--- src/rtl/q299_layer_pipe.sv ---
// Shared Q299 quadratic layer for a 2-share Midori64 TI datapath, followed by a handshaked register pipeline.
// Optional mask refresh at stage 1 is enabled by defining Q299_REFRESH_EN (adds the rnd port).
module q299_layer_pipe #(
  parameter int NIBBLES    = 16,
  parameter int PIPE_DEPTH = 1
) (
  input  logic                   clk,
  input  logic                   rst_n,
  input  logic                   in_valid,
  output logic                   in_ready,
  input  logic                   in_bypass,
  input  logic [4*NIBBLES-1:0]   in_sh_a,
  input  logic [4*NIBBLES-1:0]   in_sh_b,
`ifdef Q299_REFRESH_EN
  input  logic [4*NIBBLES-1:0]   rnd,
`endif
  output logic                   out_valid,
  input  logic                   out_ready,
  output logic [4*NIBBLES-1:0]   out_sh_a,
  output logic [4*NIBBLES-1:0]   out_sh_b
);

  localparam int W = 4 * NIBBLES;

  // Share-A part of a shared product xi*xj; the bi&bj part belongs to share B.
  function automatic logic prod_a(input logic ai, input logic aj, input logic bi, input logic bj);
    return (ai & aj) ^ (aj & bi) ^ (ai & bj);
  endfunction

  logic [W-1:0] map_a;
  logic [W-1:0] map_b;
  logic [W-1:0] stage_in_a;
  logic [W-1:0] stage_in_b;

  for (genvar k = 0; k < NIBBLES; k++) begin : g_lane
    logic [3:0] a;
    logic [3:0] b;
    logic [3:0] ya;
    logic [3:0] yb;
    logic       p03a, p13a, p23a;
    logic       p03b, p13b, p23b;

    assign a = in_sh_a[4*k +: 4];
    assign b = in_sh_b[4*k +: 4];

    assign p03a = prod_a(a[0], a[3], b[0], b[3]);
    assign p13a = prod_a(a[1], a[3], b[1], b[3]);
    assign p23a = prod_a(a[2], a[3], b[2], b[3]);
    assign p03b = b[0] & b[3];
    assign p13b = b[1] & b[3];
    assign p23b = b[2] & b[3];

    assign ya[3] = a[3];
    assign ya[2] = a[2] ^ p13a ^ p23a;
    assign ya[1] = a[1] ^ p03a ^ p13a ^ p23a;
    assign ya[0] = a[0] ^ p03a ^ p23a;

    assign yb[3] = b[3];
    assign yb[2] = b[2] ^ p13b ^ p23b;
    assign yb[1] = b[1] ^ p03b ^ p13b ^ p23b;
    assign yb[0] = b[0] ^ p03b ^ p23b;

    assign map_a[4*k +: 4] = in_bypass ? a : ya;
    assign map_b[4*k +: 4] = in_bypass ? b : yb;
  end

`ifdef Q299_REFRESH_EN
  // The same mask on both shares leaves the recombined value unchanged.
  assign stage_in_a = map_a ^ rnd;
  assign stage_in_b = map_b ^ rnd;
`else
  assign stage_in_a = map_a;
  assign stage_in_b = map_b;
`endif

  logic [PIPE_DEPTH-1:0] valid;
  logic [PIPE_DEPTH-1:0] stage_ready;
  logic [PIPE_DEPTH-1:0] load;
  logic [W-1:0]          data_a [PIPE_DEPTH];
  logic [W-1:0]          data_b [PIPE_DEPTH];

  // A stage may advance if downstream is accepting or any later stage is empty.
  always_comb begin
    stage_ready = '0;
    for (int i = 0; i < PIPE_DEPTH; i++) begin
      logic acc;
      acc = out_ready;
      for (int j = i + 1; j < PIPE_DEPTH; j++) begin
        acc = acc | ~valid[j];
      end
      stage_ready[i] = acc;
    end
  end

  assign load     = ~valid | stage_ready;
  assign in_ready = load[0];

  always_ff @(posedge clk or negedge rst_n) begin
    if (!rst_n) begin
      valid <= '0;
      for (int i = 0; i < PIPE_DEPTH; i++) begin
        data_a[i] <= '0;
        data_b[i] <= '0;
      end
    end else begin
      if (load[0]) begin
        valid[0] <= in_valid;
        if (in_valid) begin
          data_a[0] <= stage_in_a;
          data_b[0] <= stage_in_b;
        end
      end
      for (int i = 1; i < PIPE_DEPTH; i++) begin
        if (load[i]) begin
          valid[i] <= valid[i-1];
          if (valid[i-1]) begin
            data_a[i] <= data_a[i-1];
            data_b[i] <= data_b[i-1];
          end
        end
      end
    end
  end

  assign out_valid = valid[PIPE_DEPTH-1];
  assign out_sh_a  = data_a[PIPE_DEPTH-1];
  assign out_sh_b  = data_b[PIPE_DEPTH-1];

endmodule

--- config.mk ---
export PLATFORM = sky130hd
export DESIGN_NAME = q299_layer_pipe
export DESIGN_NICKNAME = d
export VERILOG_FILES = /design/src/rtl/q299_layer_pipe.sv
export SDC_FILE = /design/constraint.sdc
export NUM_CORES = 1
export LEC_CHECK = 0
export ABC_AREA = 1
export BUFFER_PORTS_ARGS = -buffer_cell sky130_fd_sc_hd__buf_2
export CORE_MARGIN = 10
export CORE_UTILIZATION = 50
export DETAILED_ROUTE_END_ITERATION = 10
export GPL_TIMING_DRIVEN = 0
export PLACE_DENSITY_LB_ADDON = 0.05
export SLEW_MARGIN = 20
export SYNTH_ARGS = -nofsm -noshare
export SYNTH_HDL_FRONTEND = slang
export SYNTH_SLANG_ARGS = --single-unit
--- constraint.sdc ---
create_clock -name clk -period 1.7 [get_ports clk]
set_clock_uncertainty 0.2 [all_clocks]
set_input_delay 0.17 -clock clk [delete_from_list [all_inputs] [get_ports clk]]
set_output_delay 0.17 -clock clk [all_outputs]
set_load 0.005 [all_outputs]
After elaboration in Yosys (flattened, before gate mapping)
Cells that the tools add are included.
Word-level totals
  bits in registers: 129
  bits of input ports: 133
  output and inout port bits: 130
  word-level logic and storage cells: 550
Cells by class
  multiplexer cells: 32
  bitwise gates (word level): 514
  reduce and logical (&&, ||, !) cells: 1
Operators by type and width (number)
  1-bit bitwise XOR: 320
  1-bit AND: 192
  3-bit two-way mux: 32
  2-bit AND reduction: 1
  1-bit inverter: 1
  1-bit OR: 1

Longest topological paths before layout
  depth in word-level cells: 7
  mapped depth: 12
  depth with buffers taken out: 12

Worst setup path after synthesis
OpenSTA, ideal clock, no wires.
  path kind: register to register
  start point: reg valid, in the netlist out_valid
  end point: reg data_a, in the netlist out_sh_a[46]
  library setup time: 66 ps
  data arrival time: 1170 ps
  required time: 1434 ps
  slack: 264 ps
  stages on the path, launching flop included: 7
  buffers on the path: 2
  clock period less this slack: 1436 ps
  cell sequence: dfrtp_1 nand2_1 nand2_1 buf_2 buf_1 nand2_1 nand2_1
Between the ends
  longest elaborated chain between the ends: 3
RTL lines
  start: declaration: line 76  | logic [PIPE_DEPTH-1:0] valid;
  start signal: indexed assignment: line 115  | valid[i] <= valid[i-1];
  1-bit inverter: line 95  | assign load = ~valid | stage_ready;
  1-bit OR: line 95
  net in_ready: line 10  | output logic in_ready,
  2-bit AND reduction (no source line)
  end signal: indexed assignment: line 117  | data_a[i] <= data_a[i-1];
  end: declaration: line 79  | logic [W-1:0] data_a [PIPE_DEPTH];
The timed path passes the listed nets, and every way through them passes these cells.
A chain may end at the register's enable or synchronous reset.

Final worst setup path
  start point: in in_sh_b[42]
  end point: reg data_b, in the netlist out_sh_b[41]
Between the ends
  longest elaborated chain between the ends: 3
RTL lines
  start: declaration: line 13  | input logic [4*NIBBLES-1:0] in_sh_b,
  1-bit AND: line 51  | assign p23b = b[2] & b[3];
  1-bit bitwise XOR: line 60  | assign yb[1] = b[1] ^ p03b ^ p13b ^ p23b;
  3-bit two-way mux: line 64  | assign map_b[4*k +: 4] = in_bypass ? b : yb;
  end signal: indexed assignment: line 118  | data_b[i] <= data_b[i-1];
  end: declaration: line 80  | logic [W-1:0] data_b [PIPE_DEPTH];
No other way between the ends.

==> flow_summary.ini <==
[status]
status = complete, but fails checks
violations = hold timing

[power_and_ir_drop]
vdd_drop_max_mv = 0.766
intPower_mw = 7.21
power_frac_seq_pct = 35.7
sw_frac_of_total_pct = 33.2
pwr_density_cell_nw_per_um2 = 841
p_switching_mw = 3.58
p_leak_nw = 7.13
pwr-share-comb_pct = 31.1
power_frac_clock_pct = 33.2

[place]
port_buffers = 261
post-dp-hpwl_um = 23600
dpl-instance-area_um2 = 10600
routabilityCongestion = 0.884

[grt]
grt_remaining_overflow = 0
track_usage_pct = 27.2
antenna_found_initial = 1
grt_pass1_vias = 10300
grt_pass1_wl_um = 52600
grt_max_degree = 81

[worst_setup_path]
crit_chain = dlygate4sd3_1 > buf_4 > xor2_1 > dlygate4sd3_1 > nor2_1 > o21ai_0
worst_setup_path_start_kind = input port
cp_slowest_cell = dlygate4sd3_1
critical_path_class = in -> reg
r2r_start = out_valid
cpMostUsedCell = dlygate4sd3_1
path_buf_inv = 3
cp-startpoint = in_sh_b[42]
rrSetupSlack_ps = 110
crit_required_ps = 1800
cp_top_family = buffers and inverters
r2r_cells = 6
max_stage_delay_ps = 560
r2r-end = out_sh_a[55]
cp_max_fo = 5
crit_path_end_kind = flip-flop
crit_arrival_ps = 1750

[floorplanning]
row_count = 48
core_um2 = 17400
die-area_um2 = 23600
pin_count = 263
initial_core_util_pct = 51.3
die_y_um = 154
die_w_um = 154

[clock_network]
clock_path_buffers = 2
cts_tree = yes
h-tree-depth = 4
clk_latency_ps = 420
root_buffer = clkbuf_16
cts.sinks = 129
path_clk_slew_ps = 60
cts_buffers = 17

[sta]
rsz0062_at_grt = yes
finalCriticalPeriod_ps = 1650
final-hold-violation-count = 1
max_slew.worst_pin.slew_ps = 817
setup-tns-final_ps = 0
clock.fmax_ghz = 0.605
finalSetupViolCount = 0
finalCritPeriodShare_pct = 97.2
slew_headroom_pct = 45.6
timing.final.max_slew_violations = 0
whs_ps = -8.25

[route]
drt_iter0_drc = 664
drcViolationCount = 0
viasPerCell = 5.20
antenna_left = 0
vias = 10700
wl_per_cell_um = 16.3
dr.pass1.iters = 7
drt_wl_total_um = 33400

[yosys]
yosys_warnings = 0
ys_seq_elements = 129
netlist_area_um2 = 8940
ys_seq_area_share_pct = 36.1
synth_cell_types = 21
syn_nets = 1553
synth_cells = 1420
syn_avg_cell_area_um2 = 6.29

[finish]
nets = 1954
syn_to_final_growth_pct = 43.7
stdcell_area_um2 = 12800
utilization_pct = 73.7
drive_gt1_share_pct = 26.1

[run]
cap_violations = 0

[min_path]
hp-class = in -> reg
worstHoldStart = in_sh_b[61]
hold_end = out_sh_b[61]
whs_path_depth = 3
[synth_stat cells]
master,n,area [µm²]
dfrtp_1,129,3230
o211ai_1,9,67.6
o21ai_0,130,651
a31oi_1,4,25.0
nor2_1,120,450
nand4_1,22,138
nand2_1,527,1980
buf_6,1,11.3
nand3_1,104,521
a21oi_1,25,125
a21oi_2,31,272
clkbuf_1,7,26.3
xor2_1,26,228
clkinv_1,7,26.3
o21ai_1,16,80.1
nand2_2,26,163
inv_2,17,63.8
nor2_2,12,75.1
inv_1,177,664
buf_2,25,125
buf_1,5,18.8
[cells in the final DEF, fill, tap and decap left out, types with 9 or more instances in the layout]
cell type       synthesis  layout
o21ai_1                16      26
a21oi_2                31      40
o21ai_0               130     118
nor2_1                120      99
nand2_2                26      71
inv_1                 177     175
inv_2                  17       9
nor2_2                 12      32
nand2_1               527     480
nand3_1               104     104
inv_4                   0       9
dlymetal6s4s_1          0      18
buf_4                   0      26
a21oi_1                25      16
xor2_1                 26      25
nand4_1                22      22
clkbuf_16               0      17
o211ai_1                9       9
dfrtp_1               129     129
dlygate4sd3_1           0     115
clkbuf_4                0      12
buf_2                  25     232
[worst max-delay path by stage]
stage,endpoint,cells past startpoint
after floorplan,out_sh_a[46],6
after global routing,out_sh_a[33],12
final,out_sh_b[41],6
after CTS,out_sh_a[23],6
after detailed placement,out_sh_a[2],6
after global placement,out_sh_b[53],1
[metrics by stage]
step                power, mW  setup slack [ps]  hold slack (ps)  std cells
floorplan                5.44               264             -326       1420
global placement         6.73             -1620              251       1906
detailed placement       6.81              -333            -91.1       1907
CTS                      10.6              12.6             38.8       2070
global route             11.4             -61.5             17.4       2057
finish                   10.8              48.3            -8.25       2057
[power by group through the flow]
stage | logic [mW] | clock network (mW) | registers, mW
4_1_cts | 3.19 | 3.61 | 3.84
2_1_floorplan | 1.52 | 0 | 3.92
3_3_place_gp | 2.86 | 0 | 3.88
5_1_grt | 3.77 | 3.77 | 3.91
3_5_place_dp | 2.92 | 0 | 3.89
6_report | 3.36 | 3.58 | 3.85
[state kept, by name, summed over array words and instances, names as in the netlist]
register / count
out_sh_a: 64
out_sh_b: 64
out_valid: 1
[per-layer routing]
metal  global-route usage (%)  part of all wire (%)  vias to the layer above
li1                         -                     -                     5268
met3                     7.28                   8.7                       62
met4                     9.76                   3.0                        0
met2                     45.4                    48                      417
met1                     32.9                    41                     4955
met5                        0                     0                        -
[worst reg2reg max path, delay by kind of cell, from the launching register on]
| family | cells | cell delay [ps] |
|---|---|---|
| compound gates | 1 | 80 |
| simple gates | 3 | 330 |
| flops | 1 | 360 |
| buf+inv | 2 | 490 |
[logic make-up (layout without fill, tap and decap cells)]
| family | count (synthesis) | count (layout) | share of synthesized area, % |
|---|---|---|---|
| other cells | 0 | 1 | 0 |
| flops | 129 | 129 | 36.1 |
| xor+xnor | 26 | 26 | 2.55 |
| simple gates | 811 | 811 | 37.2 |
| buf+inv | 239 | 650 | 10.5 |
| compound gates | 215 | 215 | 13.7 |
[layout make-up]
type,count,area [µm²]
Fill cell,1461,4580
Buffer,38,229
Clock inverter,7,85.1
Inverter,201,782
Timing Repair Buffer,382,2750
Clock buffer,22,474
Multi-Input combinational cell,1052,5010
Sequential cell,129,3230
Tap cell,225,282
Antenna cell,1,2.50
[timing repair]
action,CTS,global route
endpoints found under the hold margin,258,0
gates cloned,0,0
buffers inserted,0,7
setup endpoints to repair,55,112
pin swaps,0,75
gates resized for setup,10,169
hold buffers,134,0
Note: power is estimated with default switching activity, not from simulation.
